===== config.mk =====
export PLATFORM = sky130hd
export DESIGN_NAME = wb_queue
export DESIGN_NICKNAME = d
export VERILOG_FILES = /design/src/rtl/wb_queue.sv
export SDC_FILE = /design/constraint.sdc
export NUM_CORES = 1
export LEC_CHECK = 0
export BUFFER_PORTS_ARGS = -buffer_cell sky130_fd_sc_hd__buf_2
export CELL_PAD_IN_SITES_DETAIL_PLACEMENT = 1
export CELL_PAD_IN_SITES_GLOBAL_PLACEMENT = 1
export CORE_MARGIN = 5
export CORE_UTILIZATION = 47
export DETAILED_ROUTE_END_ITERATION = 10
export PLACE_DENSITY_LB_ADDON = 0.1
export SKIP_LAST_GASP = 1
export SLEW_MARGIN = 20
export SYNTH_ARGS = -nofsm -noshare
export SYNTH_HDL_FRONTEND = slang
export SYNTH_SLANG_ARGS = --single-unit

===== constraint.sdc =====
create_clock -name clock -period 3.5 [get_ports clock]
set_clock_uncertainty 0.05 [all_clocks]
set_input_delay 0.7 -clock clock [delete_from_list [all_inputs] [get_ports clock]]
set_output_delay 0.7 -clock clock [all_outputs]
set_load 0.01 [all_outputs]

===== src/rtl/wb_queue.sv =====
// Writeback buffer in front of the regfile write port: FIFO of {addr, data}
// results retired one per cycle, with newest-match bypass lookup for two read ports.
module wb_queue #(
  parameter int DEPTH = 4,
  parameter int AW    = 5,
  parameter int DW    = 32
) (
  input  logic                       clock,
  input  logic                       reset_n,
  input  logic                       in_valid,
  output logic                       in_ready,
  input  logic [AW-1:0]              in_addr,
  input  logic [DW-1:0]              in_data,
  input  logic                       wb_stall,
  output logic                       we3,
  output logic [AW-1:0]              wa3,
  output logic [DW-1:0]              wd3,
  input  logic [AW-1:0]              ra1,
  input  logic [AW-1:0]              ra2,
  output logic                       byp1_hit,
  output logic                       byp2_hit,
  output logic [DW-1:0]              byp1_data,
  output logic [DW-1:0]              byp2_data,
  output logic [$clog2(DEPTH):0]     count
);

  localparam int PW = $clog2(DEPTH);
  localparam int CW = PW + 1;

  logic [AW-1:0] r_addr [DEPTH];
  logic [DW-1:0] r_data [DEPTH];
  logic [PW-1:0] r_head;
  logic [PW-1:0] r_tail;
  logic [CW-1:0] r_count;

  logic w_enq;
  logic w_deq;

  // Writes to x0 complete the handshake but never occupy a slot.
  assign in_ready = (r_count != CW'(DEPTH));
  assign w_enq    = in_valid && in_ready && (in_addr != '0);
  assign w_deq    = (r_count != '0) && !wb_stall;
  assign count    = r_count;

  always_ff @(posedge clock) begin
    if (w_enq) begin
      r_addr[r_tail] <= in_addr;
      r_data[r_tail] <= in_data;
    end
  end

  always_ff @(posedge clock or negedge reset_n) begin
    if (!reset_n) begin
      r_head  <= '0;
      r_tail  <= '0;
      r_count <= '0;
    end else begin
      if (w_enq) r_tail <= r_tail + 1'b1;
      if (w_deq) r_head <= r_head + 1'b1;
      case ({w_enq, w_deq})
        2'b10:   r_count <= r_count + 1'b1;
        2'b01:   r_count <= r_count - 1'b1;
        default: r_count <= r_count;
      endcase
    end
  end

  always_comb begin
    we3 = w_deq;
    wa3 = '0;
    wd3 = '0;
    if (w_deq) begin
      wa3 = r_addr[r_head];
      wd3 = r_data[r_head];
    end
  end

  // Walk oldest to newest so a later match overrides: newest entry wins.
  always_comb begin
    byp1_hit  = 1'b0;
    byp2_hit  = 1'b0;
    byp1_data = '0;
    byp2_data = '0;
    for (int k = 0; k < DEPTH; k++) begin
      if (CW'(k) < r_count) begin
        if ((ra1 != '0) && (r_addr[r_head + PW'(k)] == ra1)) begin
          byp1_hit  = 1'b1;
          byp1_data = r_data[r_head + PW'(k)];
        end
        if ((ra2 != '0) && (r_addr[r_head + PW'(k)] == ra2)) begin
          byp2_hit  = 1'b1;
          byp2_data = r_data[r_head + PW'(k)];
        end
      end
    end
  end

endmodule


== After elaboration in Yosys (flattened, before gate mapping) ==
Memory sizes are Yosys's and may differ from the RTL's.
Index checks and enable logic that the tools add are counted.

* Output and inout bits: 108
* Logic and storage cells: 80
* Memories: 2
* Register bits: 7
* Bits of input ports: 51
* Bits in writable memories: 148

* Reduce and logical (&&, ||, !) cells: 17
* $lt $le $gt $ge: 4
* Add/subtract/negate cells: 6
* Multiplexer cells: 37
* Equality and inequality tests: 11

{| class="wikitable"
|+ Memory list
! name !! words !! width !! rd ports !! clocked after memory_dff !! wr ports !! line !! RTL
|-
| r_data || 4 || 32 || 4 || 0 || 1 || 31 || <nowiki>logic [DW-1:0] r_data [DEPTH];</nowiki>
|-
| r_addr || 4 || 5 || 4 || 0 || 1 || 30 || <nowiki>logic [AW-1:0] r_addr [DEPTH];</nowiki>
|}

{| class="wikitable"
|+ Operators by type and width
! operator !! number
|-
| $mux W32 || 17
|-
| $eq A5 B5 Y1 || 8
|-
| $mux W1 || 18
|-
| $reduce_bool A5 Y1 || 3
|-
| $logic_and A1 B1 Y1 || 11
|-
| $lt A1 B3 Y1 const A || 2
|-
| $lt A2 B3 Y1 const A || 2
|-
| $pmux W3 S2 || 1
|-
| $mux W5 || 1
|-
| $add A2 B1 Y2 const B || 2
|-
| $add A2 B2 Y2 const B || 2
|-
| $add A3 B1 Y3 const B || 1
|-
| $ne A3 B3 Y1 const B || 1
|-
| $reduce_bool A3 Y1 || 1
|-
| $sub A3 B1 Y3 const B || 1
|-
| $eq A2 B1 Y1 const B || 1
|-
| $eq A2 B2 Y1 const B || 1
|-
| $reduce_bool A2 Y1 || 1
|-
| $logic_not A1 Y1 || 1
|}

== Longest topological paths before layout ==
Gate-level depths: netlist of the first run.
An unclocked memory read counts as a cell.

* Depth after elaboration: 11
* Mapped depth: 12
* Mapped depth without buffers: 10

== Worst setup path after synthesis of the first run ==
OpenSTA, ideal clock, no wires.

* Path kind: input-to-output
* Start point: input ra2[0]
* End point: output byp2_data[10]
* Arrival time: 2.576 ns
* Buffers on the path: 3
* Required time: 2.750 ns
* Stages: 9
* Setup slack: 0.174 ns
* Cells stage by stage: clkbuf_1 nor3_1 a22o_1 a2111o_1 and3b_1 clkbuf_1 buf_2 a211oi_1 a21oi_1

* Longest elaborated chain between the ends: 10
* Elaborated cells between the ends (all ways): 17
* Classes of those cells: eq/ne (4); mux (8); reduce/logical (5)

{| class="wikitable"
|+ RTL lines
! what !! line !! RTL
|-
| start, declared || 19 || <nowiki>input logic [AW-1:0] ra2,</nowiki>
|-
| $eq A5 B5 Y1 / $reduce_bool A5 Y1 (equally long branches) || 90 || <nowiki>if ((ra2 != '0) && (r_addr[r_head + PW'(k)] == ra2)) begin</nowiki>
|-
| $logic_and A1 B1 Y1 || 90 ||
|-
| $mux W32 || 90 ||
|-
| $mux W32 || 85 || <nowiki>if (CW'(k) < r_count) begin</nowiki>
|-
| $mux W32 || 90 ||
|-
| $mux W32 || 85 ||
|-
| $mux W32 || 90 ||
|-
| $mux W32 || 85 ||
|-
| $mux W32 || 90 ||
|-
| $mux W32 * || 85 ||
|-
| end, declared || 23 || <nowiki>output logic [DW-1:0] byp2_data,</nowiki>
|}

Every way passes the cells marked *; elsewhere a longest branch is shown, timed or not.

== Final worst setup path of the first run ==
* Start point: register r_head[0]
* End point: output byp1_data[2]

* Longest elaborated chain between the ends: 11
* Elaborated cells between the ends (all ways): 21
* Classes of those cells: add/sub (3); eq/ne (4); mux (8); reduce/logical (4); memory (2)

{| class="wikitable"
|+ RTL lines
! what !! line !! RTL
|-
| start, declared || 32 || <nowiki>logic [PW-1:0] r_head;</nowiki>
|-
| start signal, assigned || 59 || <nowiki>if (w_deq) r_head <= r_head + 1'b1;</nowiki>
|-
| parallel branches: the longest is 10 deep, another holds $mem_v2 Z4 W5 || - ||
|-
| $mux W32 * || 85 ||
|-
| end, declared || 22 || <nowiki>output logic [DW-1:0] byp1_data,</nowiki>
|}

Mark *: on every way between the ends.

==> flow_metrics.py, run 1 <==
metrics = {
    "outcome": {
        "status": "finished with violations",
        "violations": "negative setup slack",
    },
    "setup_path": {
        "cp_slowest_stage_delay_ns": 0.53,
        "crit_fanout": 15,
        "arrival_ns": 3.53,
        "cp-start-kind": "flip-flop",
        "required_ns": 2.75,
        "slowest_stage": "dfrtp_4",
        "critPathBufInv": 4,
        "crit_cells": 10,
        "cp_top_family": "buffers and inverters",
        "critical_path_class": "reg2out",
        "worstSetupEndpointType": "primary output",
        "worst_path_most_repeated_cell": "buf_6",
        "crit_chain": "buf_6, buf_6, mux4_2, xnor2_2, nand4_1, buf_4, nor3_1, a31oi_2, a211oi_4, buf_2",
        "ff2ff_path_depth": 8,
    },
    "yosys": {
        "netlist_area_um2": 12200,
        "synth_flop_cell": "edfxtp_1",
        "ys_seq_area_share_pct": 37.7,
        "yosys-top-cells-count": "148 x edfxtp_1, 137 x mux2i_1, 99 x a21oi_1",
        "synthTopCellsByArea": "edfxtp_1 36%, mux2i_1 11%, mux2_2 5.7%",
        "yosysWarningCount": 0,
        "yosysMostFrequentCell": "edfxtp_1",
        "synth.distinct_cells": 49,
        "synth_top_area_share_pct": 36.3,
        "synth-edff-count": 148,
        "avgSynthCellArea_um2": 10.1,
        "synth_top_area_cell": "edfxtp_1",
        "synthCells": 1210,
        "syn_nets": 1270,
        "synth-seq-cells": 155,
        "async_flop_share_pct": 4.52,
    },
    "clock_network": {
        "clk_pin_slew_ns": 0.07,
        "cts_made_buffers": 17,
        "postCtsHoldBufs": 0,
        "clkLatencyLatePin_ns": 0.45,
        "cts_root_buf": "clkbuf_16",
        "cts_tree": "built",
        "clk_path_buf_depth": 2,
        "clock_sinks": 155,
        "htree_num_levels": 4,
    },
    "routing": {
        "vias_per_cell": 6.92,
        "avgRoutedWirePerCell_um": 31.4,
        "postRouteAntennaNets": 0,
        "met1Wirelength_mm": 20.6,
        "drc_errors": 0,
        "dr.pass1.iters": 5,
        "drt_iter0_markers": 1198,
        "routed_wl_mm": 56.7,
        "route.met3.wl_mm": 4.77,
        "top_layer": "met4",
        "num_vias": 12500,
        "wl_met2_mm": 27.8,
    },
    "grt": {
        "grt_max_degree": 106,
        "overflow": 0,
        "grt_pass1_wl_mm": 75.5,
        "grt_antenna_before_repair": 1,
        "grt_usage_pct": 33.7,
        "first_global_vias": 12500,
    },
    "timing": {
        "rsz0062_at_grt": "true",
        "timing_hold_violations_final": 0,
        "worstMarginPinSlew_ns": 0.760,
        "finalSetupViolCount": 67,
        "period_share_pct": 122,
        "setup_ws_ns": -0.778,
        "layout_min_cycle_time_ns": 4.28,
        "fin_setup_tns_ns": -38.22,
        "drv_slew": 0,
        "clock.fmax_mhz": 234,
        "holdWs_ns": 0.0647,
        "relSlewSlack_pct": 49.2,
    },
    "pwr": {
        "power.leakage_nw": 6.51,
        "seqPwrFrac_pct": 16.7,
        "sw_frac_of_total_pct": 49.4,
        "power_frac_clock_pct": 11.8,
        "power_mw": 16.2,
        "powerDensity_nw_per_um2": 966,
        "combPwrFrac_pct": 71.5,
        "peakVddDrop_v": 0.000609,
        "switchingPower_mw": 8.01,
        "p_int_mw": 8.22,
    },
    "placement": {
        "place_area_um2": 14300,
        "place.gp.congestion": 0.873,
        "hpwl_mm": 30.4,
        "portBuffers": 158,
        "post-place-ws_ns": -0.253,
        "dpl.cell_count": 1713,
    },
    "flow_run": {
        "maxCapViolCount": 0,
    },
    "final_layout": {
        "layout-drive-gt1-share_pct": 46.3,
        "layout.nets": 1513,
        "finalInstanceArea_um2": 16800,
        "fin_cells": 1803,
        "syn_to_final_growth_pct": 37.2,
        "nFillCells": 2681,
        "fin_util_pct": 65.0,
    },
    "die": {
        "die_h_um": 171,
        "die-area_um2": 29400,
        "initial_core_util_pct": 47.4,
        "die_w_um": 171,
        "num_rows": 59,
        "boundaryPins": 159,
        "core_um2": 25800,
    },
    "worst_hold_path": {
        "min_path_type": "in2async",
    },
}
cell families after synthesis:
kind of cell    Yosys count  share of synthesized area (%)
buf+inv                 132                           4.97
xor+xnor                 45                           3.22
compound gates          303                           17.5
mux                     223                           21.3
flops                   155                           37.7
simple gates            343                           14.4
fa+ha+maj                 9                          0.920
flip-flops by register name, indices dropped and copies added (netlist names):
| name | flops |
|---|---|
| r_head | 2 |
| count | 3 |
| r_tail | 2 |
| r_addr | 20 |
| r_data | 128 |
worst reg2reg max path: stages, from the launching register on:
cell and delay, ns:
dfrtp_1 0.38, buf_4 0.16, inv_1 0.08, ha_1 0.26, nand2_1 0.13, nand2_1 0.11
a21oi_1 0.55, and2_2 0.60, buf_12 0.25
area by class of cell:
| type | instances | area [um2] | area share [%] |
|---|---|---|---|
| Antenna cell | 2 | 5.00 | 0.0298 |
| Clock buffer | 18 | 429 | 2.55 |
| Clock inverter | 14 | 136 | 0.812 |
| Inverter | 7 | 28.8 | 0.171 |
| Multi-Input combinational cell | 923 | 8120 | 48.3 |
| Sequential cell | 155 | 4630 | 27.5 |
| Tap cell | 335 | 419 | 2.49 |
| Timing Repair Buffer | 349 | 3040 | 18.1 |
cells in the final DEF, fill, tap and decap left out, drive strengths merged, types with 2 or more instances in the layout:
cell	Yosys	final
a211oi	64	64
a21oi	100	100
a311oi	2	2
a31oi	31	31
and2	45	45
and3	31	31
buf	50	344
clkbuf	75	23
clkinv	0	4
clkinvlp	0	2
dfrtp	7	7
diode	0	2
edfxtp	148	148
ha	9	9
inv	7	14
mux2	62	62
mux2i	137	137
mux4	24	24
nand2	74	74
nand2b	2	2
nand3	8	8
nand4	5	5
nor2	69	69
nor3	69	69
nor3b	32	32
o211ai	34	34
o21ai	34	34
o21ba	32	32
or2	3	3
xnor2	38	38
xor2	7	7
layer usage:
| layer | global-route usage (%) | vias to the layer above |
|---|---|---|
| met5 | 0 | - |
| met4 | 14.8 | 0 |
| met3 | 6.00 | 287 |
| met2 | 58.6 | 855 |
| met1 | 41.2 | 6262 |
| li1 | - | 5079 |
power by group through the flow:
stage                     Clock [mW]  Sequential [mW]  Combinational (mW)
final                           1.92             2.71                11.6
after global routing            1.99             2.73                12.0
after CTS                       1.87             2.65                10.3
after detailed placement           0             2.77                9.09
after global placement             0             2.73                8.91
after floorplan                    0             2.63                5.72
path summary, 6_finish.rpt:
path | startpoint | to | slack [ns]
setup / recovery | r_head[0]$_DFFE_PN0P_ | byp1_data[2] | -0.78
hold / removal | reset_n | count[1]$_DFFE_PN0P_ | 0.06
max in group asynchronous | reset_n | r_head[0]$_DFFE_PN0P_ | 3.09
hold reg to reg | count[0]$_DFFE_PN0P_ | count[0]$_DFFE_PN0P_ | 0.60
min in group clock | in_data[3] | r_data[1][3]$_DFFE_PP_ | 0.40
setup reg to reg | count[0]$_DFFE_PN0P_ | r_data[1][24]$_DFFE_PP_ | 0.63
repair_timing:
action,4_1_cts,5_1_grt
cloned,8,5
pin swaps,57,62
buffers inserted,38,15
endpoints found under the setup margin,92,75
gates resized for setup,111,131
Note: power is estimated with default switching activity, not from simulation.
==> inputs of run 2 (changes only) <==
==> constraint.sdc (replaced) <==
create_clock -name clock -period 3.5 [get_ports clock]
set_clock_uncertainty 0.05 [all_clocks]
set_input_delay 0.175 -clock clock [delete_from_list [all_inputs] [get_ports clock]]
set_output_delay 0.175 -clock clock [all_outputs]
set_load 0.01 [all_outputs]
==> run 2 against run 1 <==
Net effect:
- the run still ends with negative setup slack left
- final area is 9.0% lower
- global-route usage is 4.1 points lower
- flip-flop and latch count stayed put
- sequential share of layout area is 2.7 points higher
- first-iteration DRC count is 17% higher
- critical path depth is 1 lower
- final cell count is 3.3% lower
- register-to-register slack better by 0.31 ns
- via count is 7.9% lower
- sequential power hardly changed
- critical endpoint unchanged
==> flow_metrics.py, run 2 (same netlist as run 1, synthesis figures left out) <==
metrics = {
    "die": {
        "boundaryPins": 159,
        "core_um2": 25800,
        "die_h_um": 171,
        "die-area_um2": 29400,
        "num_rows": 59,
        "initial_core_util_pct": 47.4,
        "die_w_um": 171,
    },
    "timing": {
        "relSlewSlack_pct": 39.7,
        "clock.fmax_mhz": 283,
        "period_share_pct": 101,
        "drv_slew": 0,
        "setup_ws_ns": -0.0296,
        "worstMarginPinSlew_ns": 0.898,
        "layout_min_cycle_time_ns": 3.53,
        "timing_hold_violations_final": 0,
        "holdWs_ns": 0.0778,
        "rsz0062_at_grt": "true",
        "finalSetupViolCount": 6,
    },
    "clock_network": {
        "cts_made_buffers": 17,
        "clock_sinks": 155,
        "cts_root_buf": "clkbuf_16",
        "clkLatencyLatePin_ns": 0.43,
        "clk_path_buf_depth": 2,
        "cts_tree": "built",
        "htree_num_levels": 4,
        "clk_pin_slew_ns": 0.07,
    },
    "routing": {
        "drc_errors": 0,
        "avgRoutedWirePerCell_um": 27.2,
        "routed_wl_mm": 47.4,
        "vias_per_cell": 6.59,
        "drt_iter0_markers": 1402,
        "dr.pass1.iters": 5,
        "postRouteAntennaNets": 0,
        "num_vias": 11500,
    },
    "grt": {
        "grt_max_degree": 102,
        "grtUsageMet1_pct": 38.2,
        "grt_antenna_before_repair": 1,
        "grt_pass1_wl_mm": 67.3,
        "first_global_vias": 11700,
        "grt_use_met3_pct": 4.07,
        "overflow": 0,
        "grt_use_met2_pct": 51.1,
        "grt_most_used_layer": "met2",
        "grt_usage_pct": 29.7,
    },
    "final_layout": {
        "final_common_cell": "buf_2",
        "nFillCells": 2781,
        "syn_to_final_growth_pct": 24.9,
        "layout.nets": 1456,
        "top_register": "r_data",
        "largest_register_ffs": 128,
        "layout-drive-gt1-share_pct": 34.8,
        "diodes": 0,
        "final_cell_mix": "157 x buf_2, 148 x edfxtp_1, 128 x mux2i_1",
    },
    "pwr": {
        "power_mw": 14.2,
        "powerDensity_nw_per_um2": 930,
        "power.leakage_nw": 5.88,
        "peakVddDrop_v": 0.000744,
    },
    "outcome": {
        "status": "finished with violations",
        "violations": "negative setup slack",
    },
    "setup_path": {
        "arrival_ns": 3.30,
        "cp-start-kind": "flip-flop",
        "crit_fanout": 40,
        "required_ns": 3.27,
        "worstSetupEndpointType": "primary output",
        "critical_path_class": "reg2out",
    },
    "placement": {
        "portBuffers": 158,
        "hpwl_mm": 28.7,
        "place.gp.congestion": 0.865,
    },
    "worst_hold_path": {
        "min_path_type": "in2reg",
    },
    "flow_run": {
        "maxCapViolCount": 0,
    },
}
run 2: changes by cell type in the layout (fill, tap and decap cells not counted), moves of 15 or more:
cell	change
nor3_4	-15
buf_6	-16
dlygate4sd3_1	+38
buf_4	-50
buf_12	-24
and3_1	+15
nor3_1	+30
nor3_2	-15
and3_4	-15
run 2: area by class of cell:
class                           count  area [um2]  area share [%]
Clock inverter                     14         185            1.21
Sequential cell                   155        4630            30.3
Timing Repair Buffer              290        2230            14.6
Multi-Input combinational cell    925        7370            48.2
Clock buffer                       18         429            2.81
Tap cell                          335         419            2.74
Inverter                            7        28.8           0.188
run 2: worst paths after layout:
check | endpoint | cells after the start | slack, ns | startpoint
worst max-delay path | byp1_data[2] | 9 | -0.03 | r_head[1]$_DFFE_PN0P_
worst min-delay path | r_head[0]$_DFFE_PN0P_ | 3 | 0.08 | wb_stall
worst max register to register | r_data[2][15]$_DFFE_PP_ | 8 | 0.94 | count[0]$_DFFE_PN0P_
worst min register to register | count[0]$_DFFE_PN0P_ | 1 | 0.57 | count[0]$_DFFE_PN0P_
max in group asynchronous | r_head[0]$_DFFE_PN0P_ | 2 | 3.12 | reset_n
min in group asynchronous | r_head[1]$_DFFE_PN0P_ | 2 | 0.09 | reset_n
run 2: where the power goes:
group          internal (mW)  leakage (nW)  switching [mW]  total (mW)
combinational           3.81          4.16            5.73        9.54
clock                   1.14         0.284           0.830        1.97
sequential              2.46          1.43           0.255        2.71
run 2: critical path, cell delays in order, from the launching register on:
cell and delay, ns:
dfrtp_4 0.51, buf_12 0.16, mux4_2 0.58, xnor2_2 0.17, nand4_1 0.25, or2_4 0.35, buf_12 0.18, and3_1 0.19
a211oi_4 0.30, buf_6 0.15
run 2: through the flow:
step / util (%) / setup TNS, ns / std cells / cell area, um2 / setup WS (ns)
2_1_floorplan: - / 0 / 1210 / 12200 / 0.771
3_3_place_gp: 52.1 / 0 / 1634 / 13500 / 0.147
3_5_place_dp: 52.1 / 0 / 1634 / 13500 / 0.0649
4_1_cts: 56.6 / -0.485 / 1712 / 14600 / -0.0746
5_1_grt: 59.2 / -1.86 / 1744 / 15300 / -0.100
6_report: 59.2 / -0.0953 / 1744 / 15300 / -0.0296
run 2: per-layer routing:
| layer | routed length, um | vias up |
|---|---|---|
| met5 | 17 | - |
| met4 | 1910 | 2 |
| met3 | 3340 | 144 |
| li1 | - | 4940 |
| met1 | 19100 | 5809 |
| met2 | 23100 | 604 |
run 2: what timing repair did:
| action | in CTS | in global routing |
|---|---|---|
| hold endpoints to repair | 155 | 0 |
| resized for setup | 15 | 73 |
| endpoints found under the setup margin | 65 | 66 |
| hold buffers | 38 | 0 |
| gates cloned | 2 | 5 |
| buffers inserted | 6 | 27 |
| pin swaps | 2 | 13 |
==> inputs of run 3 (changes only) <==
--- a/config.mk
+++ b/config.mk
@@ -6,12 +6,15 @@
 export NUM_CORES = 1
 export LEC_CHECK = 0
 export BUFFER_PORTS_ARGS = -buffer_cell sky130_fd_sc_hd__buf_2
+export CAP_MARGIN = 20
 export CELL_PAD_IN_SITES_DETAIL_PLACEMENT = 1
 export CELL_PAD_IN_SITES_GLOBAL_PLACEMENT = 1
 export CORE_MARGIN = 5
 export CORE_UTILIZATION = 47
 export DETAILED_ROUTE_END_ITERATION = 10
 export PLACE_DENSITY_LB_ADDON = 0.1
+export REMOVE_ABC_BUFFERS = 1
+export SETUP_SLACK_MARGIN = 0.1
 export SKIP_LAST_GASP = 1
 export SLEW_MARGIN = 20
 export SYNTH_ARGS = -nofsm -noshare
==> run 3 against run 2 <==
Net effect:
- register-to-register slack lost 0.50 ns
- final area grew 5.7%
- critical path type unchanged
- maximum frequency shrank 4.8%
- the run still ends with negative setup slack left
- sequential power is essentially flat
- sequential share of layout area shrank 1.6 points
- die area is the same
- largest power group unchanged
==> flow_metrics.py, run 3 (same netlist as run 1, synthesis figures left out) <==
metrics = {
    "outcome": {
        "status": "finished with violations",
        "violations": "negative setup slack",
    },
    "routing": {
        "avgRoutedWirePerCell_um": 29.6,
        "vias_per_cell": 6.77,
        "postRouteAntennaNets": 0,
        "routed_wl_mm": 52.7,
        "drc_errors": 0,
        "drt_iter0_markers": 1305,
        "dr.pass1.iters": 5,
        "num_vias": 12100,
    },
    "setup_path": {
        "cp_slowest_stage_delay_ns": 0.59,
        "rr_endpoint": "r_data[1][12]$_DFFE_PP_",
        "crit_fanout": 8,
        "arrival_ns": 3.48,
        "critical_path_class": "reg2out",
        "slowest_stage": "mux4_2",
        "required_ns": 3.27,
        "critPathBufInv": 4,
        "worstSetupEndpointType": "primary output",
        "crit_chain": "buf_4, mux4_2, xnor2_2, nand4_1, clkbuf_16, buf_12, nor3_2, o21ba_2, a21oi_1, buf_2",
        "ff2ff_path_depth": 7,
        "cp_top_family": "buffers and inverters",
        "cp-start-kind": "flip-flop",
        "rrSetupSlack_ns": 0.44,
        "reg2reg_from": "count[0]$_DFFE_PN0P_",
    },
    "final_layout": {
        "fin_cells": 1783,
        "syn_to_final_growth_pct": 32.0,
        "multi_input_area_um2": 7700,
        "largest_register_ffs": 128,
        "seqCellArea_um2": 4630,
        "layout-drive-gt1-share_pct": 39.4,
        "top_register": "r_data",
        "layout.nets": 1496,
        "diodes": 0,
        "finalInstanceArea_um2": 16200,
        "final_cell_mix": "159 x buf_2, 148 x edfxtp_1, 136 x mux2i_1",
        "final_common_cell": "buf_2",
        "nFillCells": 2758,
    },
    "timing": {
        "holdWs_ns": 0.0633,
        "worstMarginPinSlew_ns": 0.929,
        "timing_hold_violations_final": 0,
        "setup_ws_ns": -0.209,
        "layout_min_cycle_time_ns": 3.71,
        "finalSetupViolCount": 42,
        "drv_slew": 0,
        "clock.fmax_mhz": 270,
        "period_share_pct": 106,
        "relSlewSlack_pct": 38.1,
        "rsz0062_at_grt": "true",
    },
    "flow_run": {
        "maxCapViolCount": 0,
    },
    "pwr": {
        "power.leakage_nw": 6.24,
        "peakVddDrop_v": 0.000476,
        "powerDensity_nw_per_um2": 940,
    },
    "placement": {
        "post-place-ws_ns": 0.218,
        "portBuffers": 158,
        "place_area_um2": 13500,
        "place.gp.congestion": 0.888,
        "hpwl_mm": 27.7,
        "dpl.cell_count": 1628,
    },
    "die": {
        "initial_core_util_pct": 47.4,
        "boundaryPins": 159,
        "die-area_um2": 29400,
        "core_um2": 25800,
        "die_h_um": 171,
        "die_w_um": 171,
        "num_rows": 59,
    },
    "clock_network": {
        "clkLatencyLatePin_ns": 0.44,
        "cts_made_buffers": 17,
        "cts_tree": "built",
        "cts_root_buf": "clkbuf_16",
        "htree_num_levels": 4,
        "clk_pin_slew_ns": 0.07,
        "clock_sinks": 155,
        "clk_path_buf_depth": 2,
    },
    "worst_hold_path": {
        "min_path_type": "in2async",
    },
    "grt": {
        "grt_pass1_wl_mm": 69.2,
        "first_global_vias": 11900,
        "grt_antenna_before_repair": 0,
        "overflow": 0,
        "grt_max_degree": 58,
        "grt_usage_pct": 30.6,
    },
}
==> run 3: metal layers <==
| metal | part of all wire [%] | vias up | global-route usage, % |
|---|---|---|---|
| met2 | 48 | 795 | 53.3 |
| met5 | 0 | - | 0 |
| met1 | 38 | 6044 | 38.6 |
| met3 | 8.3 | 210 | 4.44 |
| met4 | 5.1 | 0 | 11.5 |
| li1 | - | 5022 | - |
==> run 3: worst max path at each step <==
stage	from	depth (start not counted)	endpoint
6_report	r_head[1]$_DFFE_PN0P_	10	byp2_data[3]
3_5_place_dp	r_head[1]$_DFFE_PN0P_	9	byp2_data[9]
2_1_floorplan	r_head[1]$_DFFE_PN0P_	6	byp2_data[30]
5_1_grt	r_head[1]$_DFFE_PN0P_	10	byp2_data[3]
4_1_cts	r_head[1]$_DFFE_PN0P_	10	byp2_data[0]
3_3_place_gp	r_head[0]$_DFFE_PN0P_	10	byp1_data[31]
==> run 3: cell type report <==
type	count	share of cell area (%)
repair buffers	328	17.2
inverters	7	0.209
clock inverters	14	1.06
multi-input cells	927	47.6
well taps	335	2.59
flip-flops and latches	155	28.6
clock buffers	17	2.63
==> run 3: stage by stage <==
stage                     util (%)  power (mW)  TNS (ns)
after CTS                     57.9        13.6         0
after global routing          62.5        15.7     -6.22
after floorplan                  -        8.06   -361.44
final                         62.5        15.2     -2.54
after detailed placement      52.1        11.0         0
after global placement        52.1        10.8         0
==> run 3: report_power, final <==
| part | switching, mW | internal [mW] | leakage (nW) | total (mW) |
|---|---|---|---|---|
| Clock | 0.850 | 1.12 | 0.277 | 1.97 |
| Combinational | 6.33 | 4.18 | 4.53 | 10.5 |
| Sequential | 0.256 | 2.46 | 1.43 | 2.71 |
==> run 3: worst register-to-register path, delay by kind of cell (launching register included) <==
| kind | cells | cell delay [ns] |
|---|---|---|
| and+or+nand+nor | 3 | 0.81 |
| AOI/OAI and AO/OA | 1 | 0.66 |
| DFF | 1 | 0.50 |
| buffers and inverters | 2 | 0.43 |
| adders and majority gates | 1 | 0.27 |
==> run 3: repair_timing <==
| item | 4_1_cts | 5_1_grt |
|---|---|---|
| cloned | 5 | 14 |
| hold buffers | 38 | 0 |
| pin swaps | 12 | 41 |
| hold endpoints to repair | 155 | 0 |
| resized for setup | 38 | 125 |
| setup buffers | 32 | 37 |
| endpoints found under the setup margin | 66 | 66 |
